File: config.mk
export PLATFORM = sky130hd
export DESIGN_NAME = ila_grant_scheduler_flat
export DESIGN_NICKNAME = d
export VERILOG_FILES = /design/src/rtl/ila_grant_scheduler_if.sv /design/src/rtl/ila_grant_scheduler.sv /design/src/flat_wrapper.sv
export SDC_FILE = /design/constraint.sdc
export NUM_CORES = 1
export LEC_CHECK = 0
export ABC_AREA = 1
export BUFFER_PORTS_ARGS = -buffer_cell sky130_fd_sc_hd__buf_2
export CAP_MARGIN = 40
export CORE_MARGIN = 2
export CORE_UTILIZATION = 60
export DETAILED_ROUTE_END_ITERATION = 16
export PLACE_DENSITY_LB_ADDON = 0.05
export SKIP_LAST_GASP = 1
export SLEW_MARGIN = 20
export SYNTH_ARGS = -nofsm -noshare
export SYNTH_HDL_FRONTEND = slang
export SYNTH_SLANG_ARGS = --single-unit
File: constraint.sdc
create_clock -name clk -period 3.34 [get_ports clk]
set_clock_uncertainty 0.05 [all_clocks]
set_input_delay 0 -clock clk [delete_from_list [all_inputs] [get_ports clk]]
set_output_delay 0 -clock clk [all_outputs]
set_load 0.02 [all_outputs]
File: src/rtl/ila_grant_scheduler_if.sv
// Grant/decode/control bundle between the harness, the scheduler and the ILA model.
interface ila_grant_scheduler_if #(
  parameter int NUM_INSTR = 3,
  parameter int BUDGET_W  = 8,
  parameter int CNT_W     = 16
);
  logic                 ila_valid;
  logic [NUM_INSTR-1:0] acc_decode;
  logic [NUM_INSTR-1:0] grant;
  logic [NUM_INSTR-1:0] instr_en;
  logic                 run_req;
  logic                 step_req;
  logic                 halt_req;
  logic                 budget_load;
  logic [BUDGET_W-1:0]  budget_val;
  logic                 err_clr;
  logic [1:0]           state;
  logic                 done;
  logic                 err_multi;
  logic [CNT_W-1:0]     retired_cnt;
  logic [CNT_W-1:0]     stall_cnt;

  modport slave (
    input  ila_valid, acc_decode, instr_en, run_req, step_req, halt_req,
           budget_load, budget_val, err_clr,
    output grant, state, done, err_multi, retired_cnt, stall_cnt
  );

  modport master (
    output ila_valid, acc_decode, instr_en, run_req, step_req, halt_req,
           budget_load, budget_val, err_clr,
    input  grant, state, done, err_multi, retired_cnt, stall_cnt
  );
endinterface

File: src/rtl/ila_grant_scheduler.sv
// Drives the one-hot grant of an ILA model under run/step/halt/budget control,
// counts retired and stalled cycles and traps illegal multi-decode.
module ila_grant_scheduler #(
  parameter int NUM_INSTR = 3,
  parameter int BUDGET_W  = 8,
  parameter int CNT_W     = 16
) (
  input  logic                   clk,
  input  logic                   rst,
  ila_grant_scheduler_if.slave   bus
);
  typedef enum logic [1:0] {IDLE = 2'b00, RUN = 2'b01, STEP = 2'b10, FAULT = 2'b11} state_e;

  state_e               state_q, state_d;
  logic [BUDGET_W-1:0]  budget_q, budget_d;
  logic [CNT_W-1:0]     ret_q, ret_d;
  logic [CNT_W-1:0]     stall_q, stall_d;
  logic                 err_q, err_d;
  logic                 done_q, done_d;

  logic                 active, multi, issue_ok, fault_ev, retire;
  logic [NUM_INSTR-1:0] grant_w;

  assign active   = (state_q == RUN) || (state_q == STEP);
  // More than one bit set iff clearing the lowest set bit leaves something.
  assign multi    = |(bus.acc_decode & (bus.acc_decode - NUM_INSTR'(1)));
  assign issue_ok = bus.ila_valid & active & ~bus.halt_req & ~multi;
  assign fault_ev = bus.ila_valid & active & multi;

  for (genvar i = 0; i < NUM_INSTR; i++) begin : g_lane
    assign grant_w[i] = issue_ok & bus.acc_decode[i] & bus.instr_en[i];
  end

  assign retire = |grant_w;

  always_comb begin
    state_d  = state_q;
    budget_d = budget_q;
    ret_d    = ret_q;
    stall_d  = stall_q;
    err_d    = err_q;
    done_d   = 1'b0;
    unique case (state_q)
      IDLE: begin
        if (bus.budget_load) budget_d = bus.budget_val;
        if (bus.step_req || bus.run_req) begin
          state_d = bus.step_req ? STEP : RUN;
          ret_d   = '0;
          stall_d = '0;
        end
      end
      RUN, STEP: begin
        // Fault outranks halt, halt outranks retirement.
        if (fault_ev) begin
          state_d = FAULT;
          err_d   = 1'b1;
        end else if (bus.halt_req) begin
          state_d = IDLE;
        end else if (retire) begin
          ret_d = ret_q + CNT_W'(1);
          if (state_q == STEP) begin
            state_d = IDLE;
            done_d  = 1'b1;
          end else if (budget_q != '0) begin
            budget_d = budget_q - BUDGET_W'(1);
            if (budget_q == BUDGET_W'(1)) begin
              state_d = IDLE;
              done_d  = 1'b1;
            end
          end
        end else if (!(&stall_q)) begin
          stall_d = stall_q + CNT_W'(1);
        end
      end
      FAULT: begin
        if (bus.err_clr) begin
          state_d = IDLE;
          err_d   = 1'b0;
        end
      end
      default: state_d = IDLE;
    endcase
  end

  always_ff @(posedge clk or negedge rst) begin
    if (!rst) begin
      state_q  <= IDLE;
      budget_q <= '0;
      ret_q    <= '0;
      stall_q  <= '0;
      err_q    <= 1'b0;
      done_q   <= 1'b0;
    end else begin
      state_q  <= state_d;
      budget_q <= budget_d;
      ret_q    <= ret_d;
      stall_q  <= stall_d;
      err_q    <= err_d;
      done_q   <= done_d;
    end
  end

  assign bus.grant       = grant_w;
  assign bus.state       = state_q;
  assign bus.done        = done_q;
  assign bus.err_multi   = err_q;
  assign bus.retired_cnt = ret_q;
  assign bus.stall_cnt   = stall_q;
endmodule

File: src/flat_wrapper.sv
// flat-port wrapper written by rule: the top's interface ports become plain ports
module ila_grant_scheduler_flat 
#(
  parameter int NUM_INSTR = 3,
  parameter int BUDGET_W  = 8,
  parameter int CNT_W     = 16
)
  (clk, rst, bus_ila_valid, bus_acc_decode, bus_instr_en, bus_run_req, bus_step_req, bus_halt_req, bus_budget_load, bus_budget_val, bus_err_clr, bus_grant, bus_state, bus_done, bus_err_multi, bus_retired_cnt, bus_stall_cnt);
  ila_grant_scheduler_if #(.NUM_INSTR(NUM_INSTR), .BUDGET_W(BUDGET_W), .CNT_W(CNT_W)) bus_i ();
  input  logic clk;
  input  logic rst;
  input wire logic [$bits(bus_i.ila_valid)-1:0] bus_ila_valid;
  input wire logic [$bits(bus_i.acc_decode)-1:0] bus_acc_decode;
  input wire logic [$bits(bus_i.instr_en)-1:0] bus_instr_en;
  input wire logic [$bits(bus_i.run_req)-1:0] bus_run_req;
  input wire logic [$bits(bus_i.step_req)-1:0] bus_step_req;
  input wire logic [$bits(bus_i.halt_req)-1:0] bus_halt_req;
  input wire logic [$bits(bus_i.budget_load)-1:0] bus_budget_load;
  input wire logic [$bits(bus_i.budget_val)-1:0] bus_budget_val;
  input wire logic [$bits(bus_i.err_clr)-1:0] bus_err_clr;
  output wire logic [$bits(bus_i.grant)-1:0] bus_grant;
  output wire logic [$bits(bus_i.state)-1:0] bus_state;
  output wire logic [$bits(bus_i.done)-1:0] bus_done;
  output wire logic [$bits(bus_i.err_multi)-1:0] bus_err_multi;
  output wire logic [$bits(bus_i.retired_cnt)-1:0] bus_retired_cnt;
  output wire logic [$bits(bus_i.stall_cnt)-1:0] bus_stall_cnt;
  assign bus_i.ila_valid = bus_ila_valid;
  assign bus_i.acc_decode = bus_acc_decode;
  assign bus_i.instr_en = bus_instr_en;
  assign bus_i.run_req = bus_run_req;
  assign bus_i.step_req = bus_step_req;
  assign bus_i.halt_req = bus_halt_req;
  assign bus_i.budget_load = bus_budget_load;
  assign bus_i.budget_val = bus_budget_val;
  assign bus_i.err_clr = bus_err_clr;
  assign bus_grant = bus_i.grant;
  assign bus_state = bus_i.state;
  assign bus_done = bus_i.done;
  assign bus_err_multi = bus_i.err_multi;
  assign bus_retired_cnt = bus_i.retired_cnt;
  assign bus_stall_cnt = bus_i.stall_cnt;
  ila_grant_scheduler #(.NUM_INSTR(NUM_INSTR), .BUDGET_W(BUDGET_W), .CNT_W(CNT_W)) u_core (.clk(clk), .rst(rst), .bus(bus_i));
endmodule
==> metrics.log, run 1 <==
INFO  metric area_growth_syn_to_layout = 17.3%
INFO  metric clock_tree_from_tritoncts = done
INFO  metric clockBufferDepth = 2
INFO  metric clock_sink_count = between 40 and 50
INFO  metric fin_setup_tns = 0 ns
INFO  metric layout.filler_cells = 434
INFO  metric critPathRequiredTime = 3.47 ns
INFO  metric detailedPlacementHpwl = 5.28 mm
INFO  metric remaining_drc_errors = 0
INFO  metric cts.hold.buffers_added = 10
INFO  metric dr_total_vias = between 3000 and 4000
INFO  metric cap_viol_max_count = 0
INFO  metric antenna-diode-count = 0
INFO  metric yosysSeqAreaShare = between 30 and 40%
INFO  metric groute.usage.overall = between 20% and 30%
INFO  metric critical_path_arrival = ~2.7 ns
INFO  metric first_iter_violations = 163
INFO  metric port_buffers = 60
INFO  metric holdCritStartpoint = bus_step_req
INFO  metric post_route_cells_drive_above_1_share = 16.0%
INFO  metric worst_pin_slew = 0.702 ns
INFO  metric peakVddDrop = 0.491 mV
INFO  metric rr_worst_depth = 11
INFO  metric starting_density_of_the_core = 61.7%
INFO  metric die_w = 76.0 um
INFO  metric ant_nets = 0
INFO  metric fmaxAchievable = 395 MHz
INFO  metric io_pins = 61
INFO  metric globalRoute.totalOverflow = 0
INFO  metric crit_path_start = u_core.bus.state[1]$_DFFE_PN0P_
INFO  metric cts_buffers = 5
INFO  metric mappedNetlistArea = 3110 um^2
INFO  metric hold_ws = 0.0260 ns
INFO  metric chipHeight = 76.0 um
INFO  metric routed_via_density = 5.32
INFO  metric final-setup-viol-count = 0
INFO  metric post_synth_num_cell_types = 31
INFO  metric min_path_type = in -> reg
INFO  metric critPathLaunchType = flip-flop
INFO  metric detail_route.wirelength = 7.39 mm
INFO  metric vias_in_the_first_global_route = 2915
INFO  metric timing.hold.worst_endpoint = u_core.bus.state[0]$_DFFE_PN0P_
INFO  metric synth.ff_latch_count = 44
INFO  metric cts_setup_buffers = 0
INFO  metric firstDrtPassIters = 5
INFO  metric finalMaxSlewViolations = 0
INFO  metric worst-path-max-fanout = 39
INFO  metric clkTransAtPathRegs = 0.08 ns
INFO  metric synthesis.area_per_instance = 6.79 um^2
INFO  metric period_share = 75.7%
INFO  metric worst_slew_margin = 52.9%
INFO  metric setup.reg_to_reg.worst_slack = 0.81 ns
INFO  metric synthesis.instances = 458
INFO  metric gp_congestion = between 0.8 and 0.9
INFO  metric ys.warnings.count = 0
INFO  metric pin_count_of_the_biggest_net_entering_global_routing = 40
INFO  metric setup_repair_after_global_routing_missed_its_margin = no
INFO  metric multi_input_combinational_cell_area = 1760 um^2
INFO  metric nets = around 550
INFO  metric mappedNetlistNets = 489
INFO  metric clock_insertion_delay_worst_skew = 0.30 ns
INFO  metric register_area = 1100 um^2
INFO  metric critPathCaptureType = flip-flop
INFO  metric worst_r2r_endpoint = u_core.bus.retired_cnt[7]$_DFFE_PN0P_
INFO  metric layout_commonest_cell = sky130_fd_sc_hd__nand2_1
INFO  metric critical_path.reg2reg.startpoint = u_core.bus.state[1]$_DFFE_PN0P_
INFO  metric design.die.area = slightly below 6000 um^2
INFO  metric cts_max_level = 2
INFO  metric cts-root-buf = sky130_fd_sc_hd__clkbuf_8
INFO  metric placeable_core_region = 5040 um^2
INFO  metric hold_violations = 0
INFO  metric cts_resized = 0
INFO  metric min_period = 2.53 ns
INFO  metric initial_antenna_violation_count = 0
INFO  metric post_drt_wl_per_cell = 12.4 um
INFO  metric result_of_the_run = finished clean
INFO  metric setup.worst_path.class = reg -> reg
INFO  metric power.static_leakage = 1.97 nW
INFO  metric worstHoldPathCells = 4
INFO  metric wire_length_of_the_first_global_routing_pass = 12.9 mm
INFO  metric layout_common_cells = sky130_fd_sc_hd__nand2_1 (132), sky130_fd_sc_hd__nand3_1 (61), sky130_fd_sc_hd__buf_2 (60), sky130_fd_sc_hd__nor2_1 (50), sky130_fd_sc_hd__inv_1 (49)
INFO  metric power.density_cell_area = 690 nW/um^2
INFO  metric floorplan.rows = 26
==> power breakdown <==
part	total (mW)	internal (mW)	leakage [nW]	switching (mW)
clock	0.353	0.169	0.0455	0.184
combinational	1.39	0.395	1.33	0.995
sequential	0.776	0.649	0.593	0.127
==> synthesized netlist by cell type <==
cell type	n	area [um^2]
sky130_fd_sc_hd__nand2_1	132	495
sky130_fd_sc_hd__nand3_1	61	305
sky130_fd_sc_hd__nor2_1	50	188
sky130_fd_sc_hd__inv_1	49	184
sky130_fd_sc_hd__dfrtp_1	44	1100
sky130_fd_sc_hd__nand4_1	22	138
sky130_fd_sc_hd__o21ai_1	17	85.1
sky130_fd_sc_hd__xor2_1	12	105
sky130_fd_sc_hd__buf_2	9	45.0
sky130_fd_sc_hd__ha_1	9	113
sky130_fd_sc_hd__o21ai_0	7	35.0
sky130_fd_sc_hd__a21oi_1	6	30.0
sky130_fd_sc_hd__nor3_1	5	25.0
sky130_fd_sc_hd__or2_2	5	31.3
sky130_fd_sc_hd__clkbuf_1	4	15.0
sky130_fd_sc_hd__nand2_2	3	18.8
sky130_fd_sc_hd__nand3b_1	3	22.5
sky130_fd_sc_hd__and2_1	2	12.5
sky130_fd_sc_hd__nand2_4	2	22.5
sky130_fd_sc_hd__nor2_2	2	12.5
sky130_fd_sc_hd__o21bai_1	2	15.0
sky130_fd_sc_hd__o22ai_1	2	12.5
sky130_fd_sc_hd__xnor2_1	2	17.5
sky130_fd_sc_hd__a22oi_1	1	7.51
sky130_fd_sc_hd__buf_4	1	7.51
sky130_fd_sc_hd__inv_2	1	3.75
sky130_fd_sc_hd__nand3_4	1	17.5
sky130_fd_sc_hd__nor2_8	1	20.0
sky130_fd_sc_hd__o211ai_1	1	7.51
sky130_fd_sc_hd__o31ai_2	1	12.5
sky130_fd_sc_hd__or2_0	1	6.26
==> sequential cells by signal (all words and copies together), names as in the netlist <==
name and flops:
u_core.budget_q 8, u_core.bus.done 1, u_core.bus.err_multi 1, u_core.bus.retired_cnt 16, u_core.bus.stall_cnt 16, u_core.bus.state 2
==> metrics by stage <==
| stage | instance area [um^2] | instances | total power, mW | utilization [%] | worst slack [ns] |
|---|---|---|---|---|---|
| final | 3650 | 594 | 2.52 | 72.4 | 0.811 |
| after global routing | 3650 | 594 | 2.75 | 72.4 | 0.575 |
| after CTS | 3650 | 594 | 2.53 | 72.4 | 0.807 |
| after detailed placement | 3460 | 576 | 2.16 | 68.6 | 0.829 |
| after global placement | 3440 | 575 | 2.12 | 68.2 | 0.952 |
| after floorplan | 3110 | 458 | 1.86 | - | 1.21 |
==> cells by family (layout without fill, tap and decap cells) <==
family / after synthesis / count (layout) / share of synthesized area (%)
flops: 44 / 44 / 35.4
xor+xnor: 14 / 14 / 3.94
fa+ha+maj: 9 / 9 / 3.62
simple gates: 290 / 290 / 42.3
compound gates: 37 / 37 / 6.59
buf+inv: 64 / 130 / 8.20
==> critical path: stages (launching register included) <==
cell and delay, ns:
sky130_fd_sc_hd__dfrtp_1 0.45, sky130_fd_sc_hd__inv_1 0.07, sky130_fd_sc_hd__ha_1 0.31, sky130_fd_sc_hd__buf_4 0.39, sky130_fd_sc_hd__nand2_1 0.12, sky130_fd_sc_hd__nor2_1 0.20, sky130_fd_sc_hd__and2_1 0.17, sky130_fd_sc_hd__o31ai_2 0.12
sky130_fd_sc_hd__nand2_4 0.15, sky130_fd_sc_hd__nand2_4 0.19, sky130_fd_sc_hd__nand2_1 0.11, sky130_fd_sc_hd__o21ai_1 0.07
==> worst max path at each step <==
stage	depth (start not counted)	to	slack, ns
final	11	u_core.bus.retired_cnt[7]$_DFFE_PN0P_	0.81
after floorplan	11	u_core.bus.stall_cnt[3]$_DFFE_PN0P_	1.21
after CTS	11	u_core.bus.retired_cnt[7]$_DFFE_PN0P_	0.81
after detailed placement	11	u_core.bus.retired_cnt[7]$_DFFE_PN0P_	0.83
after global placement	11	u_core.bus.retired_cnt[1]$_DFFE_PN0P_	0.95
after global routing	11	u_core.bus.retired_cnt[7]$_DFFE_PN0P_	0.58
==> area by class of cell <==
type / count / area share (%)
multi-input cells: 350 / 48.1
clock buffers: 8 / 2.47
flip-flops and latches: 44 / 30.2
well taps: 70 / 2.40
repair buffers: 72 / 11.7
inverters: 50 / 5.14
==> per-layer routing <==
layer  wire length (um)  global-route usage [%]  vias up
met3                425                    4.50        4
met4                 51                    6.73        0
met2               3420                    45.2      105
met5                  0                       0        -
li1                   -                       -     1617
met1               3500                    36.6     1437
Power figures use the tool's default switching activity.
==> inputs of run 2 (changes only) <==
--- a/config.mk
+++ b/config.mk
@@ -9,7 +9,7 @@
 export BUFFER_PORTS_ARGS = -buffer_cell sky130_fd_sc_hd__buf_2
 export CAP_MARGIN = 40
 export CORE_MARGIN = 2
-export CORE_UTILIZATION = 60
+export CORE_UTILIZATION = 56
 export DETAILED_ROUTE_END_ITERATION = 16
 export PLACE_DENSITY_LB_ADDON = 0.05
 export SKIP_LAST_GASP = 1
==> constraint.sdc (replaced) <==
create_clock -name clk -period 2.5 [get_ports clk]
set_clock_uncertainty 0.05 [all_clocks]
set_input_delay 0 -clock clk [delete_from_list [all_inputs] [get_ports clk]]
set_output_delay 0 -clock clk [all_outputs]
set_load 0.02 [all_outputs]
==> run 2 against run 1 <==
Sequential cell count unchanged; non-clock buffer count increased by 4; total power increased by 38%; clock power increased by 36%; critical path type unchanged; critical endpoint is now u_core.bus.stall_cnt[3]$_DFFE_PN0P_; largest cell class unchanged; largest power group unchanged.
==> metrics.log, run 2 (synthesis gave the netlist of run 1 again) <==
INFO  metric worst_pin_slew = 0.717 ns
INFO  metric critical_path_cell_count = 9
INFO  metric cts_max_level = 2
INFO  metric power.density_cell_area = approximately 940 nW/um^2
INFO  metric final-setup-viol-count = 0
INFO  metric critPathRequiredTime = 2.65 ns
INFO  metric peakVddDrop = 0.528 mV
INFO  metric starting_density_of_the_core = 57.2%
INFO  metric cts-root-buf = sky130_fd_sc_hd__clkbuf_8
INFO  metric critPathCaptureType = flip-flop
INFO  metric post_drt_wl_per_cell = around 13 um
INFO  metric finalMaxSlewViolations = 0
INFO  metric dr_total_vias = between 3000 and 4000
INFO  metric wire_length_of_the_first_global_routing_pass = between 10 and 15 mm
INFO  metric layout_common_cells = sky130_fd_sc_hd__nand2_1 (132), sky130_fd_sc_hd__nand3_1 (61), sky130_fd_sc_hd__buf_2 (60), sky130_fd_sc_hd__nor2_1 (50), sky130_fd_sc_hd__inv_1 (49)
INFO  metric delay_contributed_by_the_slowest_stage_of_the_critical_path = 0.41 ns
INFO  metric p_total = 3.48 mW
INFO  metric gp_congestion = 0.834
INFO  metric worstPathCellList = inv_1 -> ha_1 -> buf_12 -> o21ai_1 -> nand2_2 -> nor2_8 -> nand2_2 -> nand3_1 -> nand2_1
INFO  metric port_buffers = 60
INFO  metric worst_r2r_endpoint = u_core.bus.stall_cnt[3]$_DFFE_PN0P_
INFO  metric post_route_cells_drive_above_1_share = 16.9%
INFO  metric setup.worst_path.class = reg -> reg
INFO  metric die_w = 78.5 um
INFO  metric worst_slew_margin = 51.8%
INFO  metric globalRoute.totalOverflow = 0
INFO  metric worst-path-max-fanout = 37
INFO  metric clockBufferDepth = 2
INFO  metric critical_path.n_buffers_inverters = 2
INFO  metric area_growth_syn_to_layout = 18.9%
INFO  metric critical_path.reg2reg.startpoint = u_core.bus.state[0]$_DFFE_PN0P_
INFO  metric vias_in_the_first_global_route = 2963
INFO  metric groute.usage.overall = 26.2%
INFO  metric period_share = just under 90%
INFO  metric cap_viol_max_count = 0
INFO  metric pin_count_of_the_biggest_net_entering_global_routing = 38
INFO  metric register_area = approximately 1100 um^2
INFO  metric clock_tree_from_tritoncts = done
INFO  metric cts_buffers = 5
INFO  metric design.die.area = just over 6000 um^2
INFO  metric utilization = between 60% and 70%
INFO  metric layout_commonest_cell = sky130_fd_sc_hd__nand2_1
INFO  metric chipHeight = 78.5 um
INFO  metric fmaxAchievable = 448 MHz
INFO  metric io_pins = 61
INFO  metric critPathTopFamily = simple AND/OR/NAND/NOR gates
INFO  metric setup.reg_to_reg.worst_slack = 0.27 ns
INFO  metric first_iter_violations = around 120
INFO  metric detailedPlacementHpwl = around 5.4 mm
INFO  metric remaining_drc_errors = 0
INFO  metric critical_path.most_common_cell = sky130_fd_sc_hd__nand2_2
INFO  metric initial_antenna_violation_count = 0
INFO  metric clock_sink_count = 44
INFO  metric routed_via_density = 5.36
INFO  metric detail_route.wirelength = 7.61 mm
INFO  metric rr_worst_depth = 9
INFO  metric clock_insertion_delay_worst_skew = roughly 0.3 ns
INFO  metric critPathLaunchType = flip-flop
INFO  metric critical_path_arrival = roughly 2.4 ns
INFO  metric critPathCapture = u_core.bus.stall_cnt[3]$_DFFE_PN0P_
INFO  metric antenna-diode-count = 0
INFO  metric fin_setup_tns = 0 ns
INFO  metric nets = 558
INFO  metric ant_nets = 0
INFO  metric min_path_type = in -> async
INFO  metric crit_path_start = u_core.bus.state[0]$_DFFE_PN0P_
INFO  metric placeable_core_region = 5440 um^2
INFO  metric power.static_leakage = 2.00 nW
INFO  metric min_period = 2.23 ns
INFO  metric multi_input_combinational_cell_area = between 1500 and 2000 um^2
INFO  metric firstDrtPassIters = 4
INFO  metric floorplan.rows = 27
INFO  metric hold_violations = 0
INFO  metric timing.critical_path.slowest_stage_cell = sky130_fd_sc_hd__dfrtp_1
INFO  metric setup_repair_after_global_routing_missed_its_margin = no
INFO  metric clkTransAtPathRegs = ~0.090 ns
INFO  metric result_of_the_run = finished clean
INFO  metric layout.filler_cells = just under 500
## run 2: cell count changes in the layout (fill, tap and decap cells not counted)
cell,delta
sky130_fd_sc_hd__dlygate4sd3_1,+1
sky130_fd_sc_hd__clkinv_2,+2
sky130_fd_sc_hd__clkbuf_1,-2
sky130_fd_sc_hd__buf_4,+2
sky130_fd_sc_hd__buf_12,+1
## run 2: through the flow
stage | worst slack, ns | instances | hold WS, ns | cell area, um^2
3_3_place_gp | 0.387 | 580 | 0.177 | 3480
4_1_cts | 0.274 | 600 | 0.138 | 3700
2_1_floorplan | 0.372 | 458 | -0.346 | 3110
6_report | 0.268 | 600 | 0.130 | 3700
5_1_grt | 0.0969 | 600 | 0.186 | 3700
3_5_place_dp | 0.286 | 581 | -0.0653 | 3500
## run 2: cell type report
type | instances | share of cell area (%)
multi-input combinational | 350 | 47.4
clock buffer | 6 | 2.23
inverter | 50 | 5.07
sequential | 44 | 29.8
tap | 72 | 2.43
clock inverter | 2 | 0.271
timing repair buffer | 76 | 12.8
## run 2: how the worst min path moves through the flow
| stage | start | to |
|---|---|---|
| 6_report | rst | u_core.budget_q[3]$_DFFE_PN0P_ |
| 3_5_place_dp | rst | u_core.budget_q[3]$_DFFE_PN0P_ |
| 3_3_place_gp | rst | u_core.budget_q[4]$_DFFE_PN0P_ |
| 4_1_cts | rst | u_core.budget_q[3]$_DFFE_PN0P_ |
| 5_1_grt | rst | u_core.budget_q[3]$_DFFE_PN0P_ |
| 2_1_floorplan | rst | u_core.budget_q[0]$_DFFE_PN0P_ |
## run 2: timing repair
item	in CTS	in global routing
buffers inserted	0	0
hold buffers	11	0
resized for setup	0	0
endpoints found under the hold margin	54	0
setup endpoints to repair	0	0
## run 2: power by group
group / total [mW] / switching (mW) / internal (mW)
clock: 0.480 / 0.259 / 0.221
sequential: 1.04 / 0.172 / 0.867
combinational: 1.96 / 1.36 / 0.602
total: 3.48 / 1.79 / 1.69
## run 2: metal layers
| metal | GRT usage (%) | vias up | routed length (um) |
|---|---|---|---|
| met5 | 0 | - | 0 |
| met4 | 9.82 | 0 | 88 |
| met3 | 3.22 | 10 | 387 |
| li1 | - | 1621 | - |
| met2 | 44.0 | 85 | 3680 |
| met1 | 34.7 | 1497 | 3450 |
==> inputs of run 3 (changes only) <==
--- a/config.mk
+++ b/config.mk
@@ -10,6 +10,7 @@
 export CAP_MARGIN = 40
 export CORE_MARGIN = 2
 export CORE_UTILIZATION = 56
+export CTS_CLUSTER_SIZE = 12
 export DETAILED_ROUTE_END_ITERATION = 16
 export PLACE_DENSITY_LB_ADDON = 0.05
 export SKIP_LAST_GASP = 1
==> constraint.sdc (replaced) <==
create_clock -name clk -period 2.3 [get_ports clk]
set_clock_uncertainty 0.05 [all_clocks]
set_input_delay 0 -clock clk [delete_from_list [all_inputs] [get_ports clk]]
set_output_delay 0 -clock clk [all_outputs]
set_load 0.02 [all_outputs]
==> run 3 against run 2 <==
The run now ends with negative hold slack left; final area grew 2.7%; critical path depth up 2; sequential share of layout area fell by 0.77 points; core utilization grew 1.8 points; combinational power increased by 24%; first-iteration DRC count increased by 27%; total power up 17%; count of clock-buffer cells in the layout stayed put; critical path type unchanged; largest power group unchanged; highest routed layer unchanged.
==> metrics.log, run 3 (synthesis gave the netlist of run 1 again) <==
INFO  metric result_of_the_run = complete, but fails checks
INFO  metric violations = negative hold slack
INFO  metric fin_setup_tns = 0 ns
INFO  metric cap_viol_max_count = 0
INFO  metric finalMaxSlewViolations = 0
INFO  metric port_buffers = 60
INFO  metric worstPathCellList = inv_1 -> ha_4 -> inv_2 -> or2_0 -> o21ai_1 -> nand2_2 -> nor2_8 -> buf_12 -> nand2_8 -> nand2_1 -> o21ai_1
INFO  metric starting_density_of_the_core = 57.2%
INFO  metric firstDrtPassIters = 4
INFO  metric final-setup-viol-count = 0
INFO  metric cts_buffers = 5
INFO  metric post_route_cells_drive_above_1_share = 19.4%
INFO  metric worst_pin_slew = 0.691 ns
INFO  metric design.die.area = 6170 um^2
INFO  metric floorplan.rows = 27
INFO  metric vias_in_the_first_global_route = 3019
INFO  metric hold_violations = 1
INFO  metric post_drt_wl_per_cell = 13.3 um
INFO  metric detailedPlacementHpwl = between 5 and 6 mm
INFO  metric postLayoutSetupSlackWorst = between 0.1 and 0.15 ns
INFO  metric critical_path.most_common_cell = sky130_fd_sc_hd__o21ai_1
INFO  metric clkTransAtPathRegs = 0.09 ns
INFO  metric critical_path.reg2reg.startpoint = u_core.bus.state[0]$_DFFE_PN0P_
INFO  metric area_growth_syn_to_layout = 22.1%
INFO  metric worstHoldPathCells = 5
INFO  metric pin_count_of_the_biggest_net_entering_global_routing = 37
INFO  metric critPathLaunchType = flip-flop
INFO  metric rr_worst_depth = 11
INFO  metric clock_tree_from_tritoncts = done
INFO  metric holdCritStartpoint = bus_budget_val[6]
INFO  metric cts_max_level = 2
INFO  metric crit_path_start = u_core.bus.state[0]$_DFFE_PN0P_
INFO  metric layout.filler_cells = 475
INFO  metric gp_congestion = 0.835
INFO  metric timing.critical_path.slowest_stage_cell = sky130_fd_sc_hd__dfrtp_1
INFO  metric critical_path_arrival = 2.29 ns
INFO  metric initial_antenna_violation_count = 0
INFO  metric critPathTopFamily = simple AND/OR/NAND/NOR gates
INFO  metric routed_via_density = 5.38
INFO  metric layout_commonest_cell = sky130_fd_sc_hd__nand2_1
INFO  metric antenna-diode-count = 0
INFO  metric register_area = 1100 um^2
INFO  metric groute.usage.overall = 26.2%
INFO  metric layout_common_cells = sky130_fd_sc_hd__nand2_1 (132), sky130_fd_sc_hd__buf_2 (60), sky130_fd_sc_hd__nand3_1 (54), sky130_fd_sc_hd__inv_1 (49), sky130_fd_sc_hd__nor2_1 (49)
INFO  metric hold_ws = -0.000925 ns
INFO  metric placeable_core_region = 5440 um^2
INFO  metric delay_contributed_by_the_slowest_stage_of_the_critical_path = 0.41 ns
INFO  metric post-place-ws = 0.0974 ns
INFO  metric setup.worst_path.class = reg -> reg
INFO  metric clockBufferDepth = 2
INFO  metric first_iter_violations = 150
INFO  metric period_share = 93.6%
INFO  metric clock_insertion_delay_worst_skew = 0.30 ns
INFO  metric min_path_type = in -> reg
INFO  metric min_period = ~2.2 ns
INFO  metric nets = 561
INFO  metric critical_path_cell_count = 11
INFO  metric chipHeight = slightly below 80 um
INFO  metric dr_total_vias = ~3200
INFO  metric critical_path.n_buffers_inverters = 3
INFO  metric remaining_drc_errors = 0
INFO  metric setup_repair_after_global_routing_missed_its_margin = no
INFO  metric die_w = about 79 um
INFO  metric multi_input_combinational_cell_area = 1840 um^2
INFO  metric power.static_leakage = ~2.0 nW
INFO  metric critPathCaptureType = flip-flop
INFO  metric power.density_cell_area = 1070 nW/um^2
INFO  metric globalRoute.totalOverflow = 0
INFO  metric io_pins = between 60 and 70
INFO  metric critPathRequiredTime = 2.44 ns
INFO  metric worst-path-max-fanout = 27
INFO  metric peakVddDrop = 0.819 mV
INFO  metric ant_nets = 0
INFO  metric clock_sink_count = 44
INFO  metric wire_length_of_the_first_global_routing_pass = 13.2 mm
INFO  metric fmaxAchievable = 465 MHz
INFO  metric detail_route.wirelength = 8.00 mm
INFO  metric cts-root-buf = sky130_fd_sc_hd__clkbuf_8
INFO  metric worst_slew_margin = 53.6%
==> run 3: cell types whose count changed in the layout (fill, tap and decap cells not counted), moves of 2 or more <==
cell,change
sky130_fd_sc_hd__nand3_1,-7
sky130_fd_sc_hd__nand3_2,+7
sky130_fd_sc_hd__buf_4,+2
sky130_fd_sc_hd__buf_6,+2
sky130_fd_sc_hd__dlygate4sd3_1,-2
==> run 3: layout make-up <==
cell class,instances,area share [%]
multi-input cells,351,48.4
flip-flops and latches,44,29.0
repair buffers,78,12.9
inverters,50,4.94
well taps,72,2.37
clock buffers,6,2.17
clock inverters,2,0.264
==> run 3: final timing paths <==
| path | to | slack [ns] |
|---|---|---|
| worst max-delay path | u_core.bus.retired_cnt[7]$_DFFE_PN0P_ | 0.15 |
| worst min-delay path | u_core.budget_q[6]$_DFFE_PN0P_ | -0.0009 |
| worst max register to register | u_core.bus.retired_cnt[7]$_DFFE_PN0P_ | 0.15 |
| worst min register to register | u_core.bus.err_multi$_DFFE_PN0P_ | 0.46 |
| max in group asynchronous | u_core.bus.retired_cnt[7]$_DFFE_PN0P_ | 1.56 |
| min in group asynchronous | u_core.budget_q[3]$_DFFE_PN0P_ | 0.13 |
==> run 3: what timing repair did <==
action | CTS | global route
endpoints found under the hold margin | 52 | 0
endpoints found under the setup margin | 0 | 41
setup buffers | 0 | 3
hold buffers | 9 | 0
gates resized for setup | 0 | 15
==> run 3: stage by stage <==
stage | hold WS (ns) | cell area, um^2 | util [%] | total power [mW] | instances
2_1_floorplan | -0.346 | 3110 | - | 2.70 | 458
5_1_grt | 0.0334 | 3800 | 69.8 | 4.38 | 603
3_5_place_dp | -0.0631 | 3490 | 64.2 | 3.22 | 582
3_3_place_gp | 0.176 | 3470 | 63.8 | 3.17 | 581
6_report | -0.000925 | 3800 | 69.8 | 4.07 | 603
4_1_cts | 0.00589 | 3670 | 67.6 | 3.75 | 599
==> run 3: power breakdown <==
group          internal [mW]  switching, mW
Sequential             0.942          0.181
Clock                  0.240          0.275
Combinational          0.803           1.63
==> run 3: worst reg2reg max path: cells and delay by family (launching register included) <==
kind                     cells  cell delay (ns)
adder cells (fa/ha/maj)      1             0.31
flip-flops                   1             0.41
AO/OA/AOI/OAI                2             0.19
buffers and inverters        3             0.31
AND/OR/NAND/NOR              5             0.77
==> run 3: metal layers <==
metal | vias to the layer above | wire length (um) | GRT usage (%)
li1 | 1635 | - | -
met1 | 1507 | 3620 | 33.9
met2 | 91 | 3890 | 45.6
met3 | 10 | 398 | 3.56
met4 | 0 | 95 | 7.72
met5 | - | 0 | 0
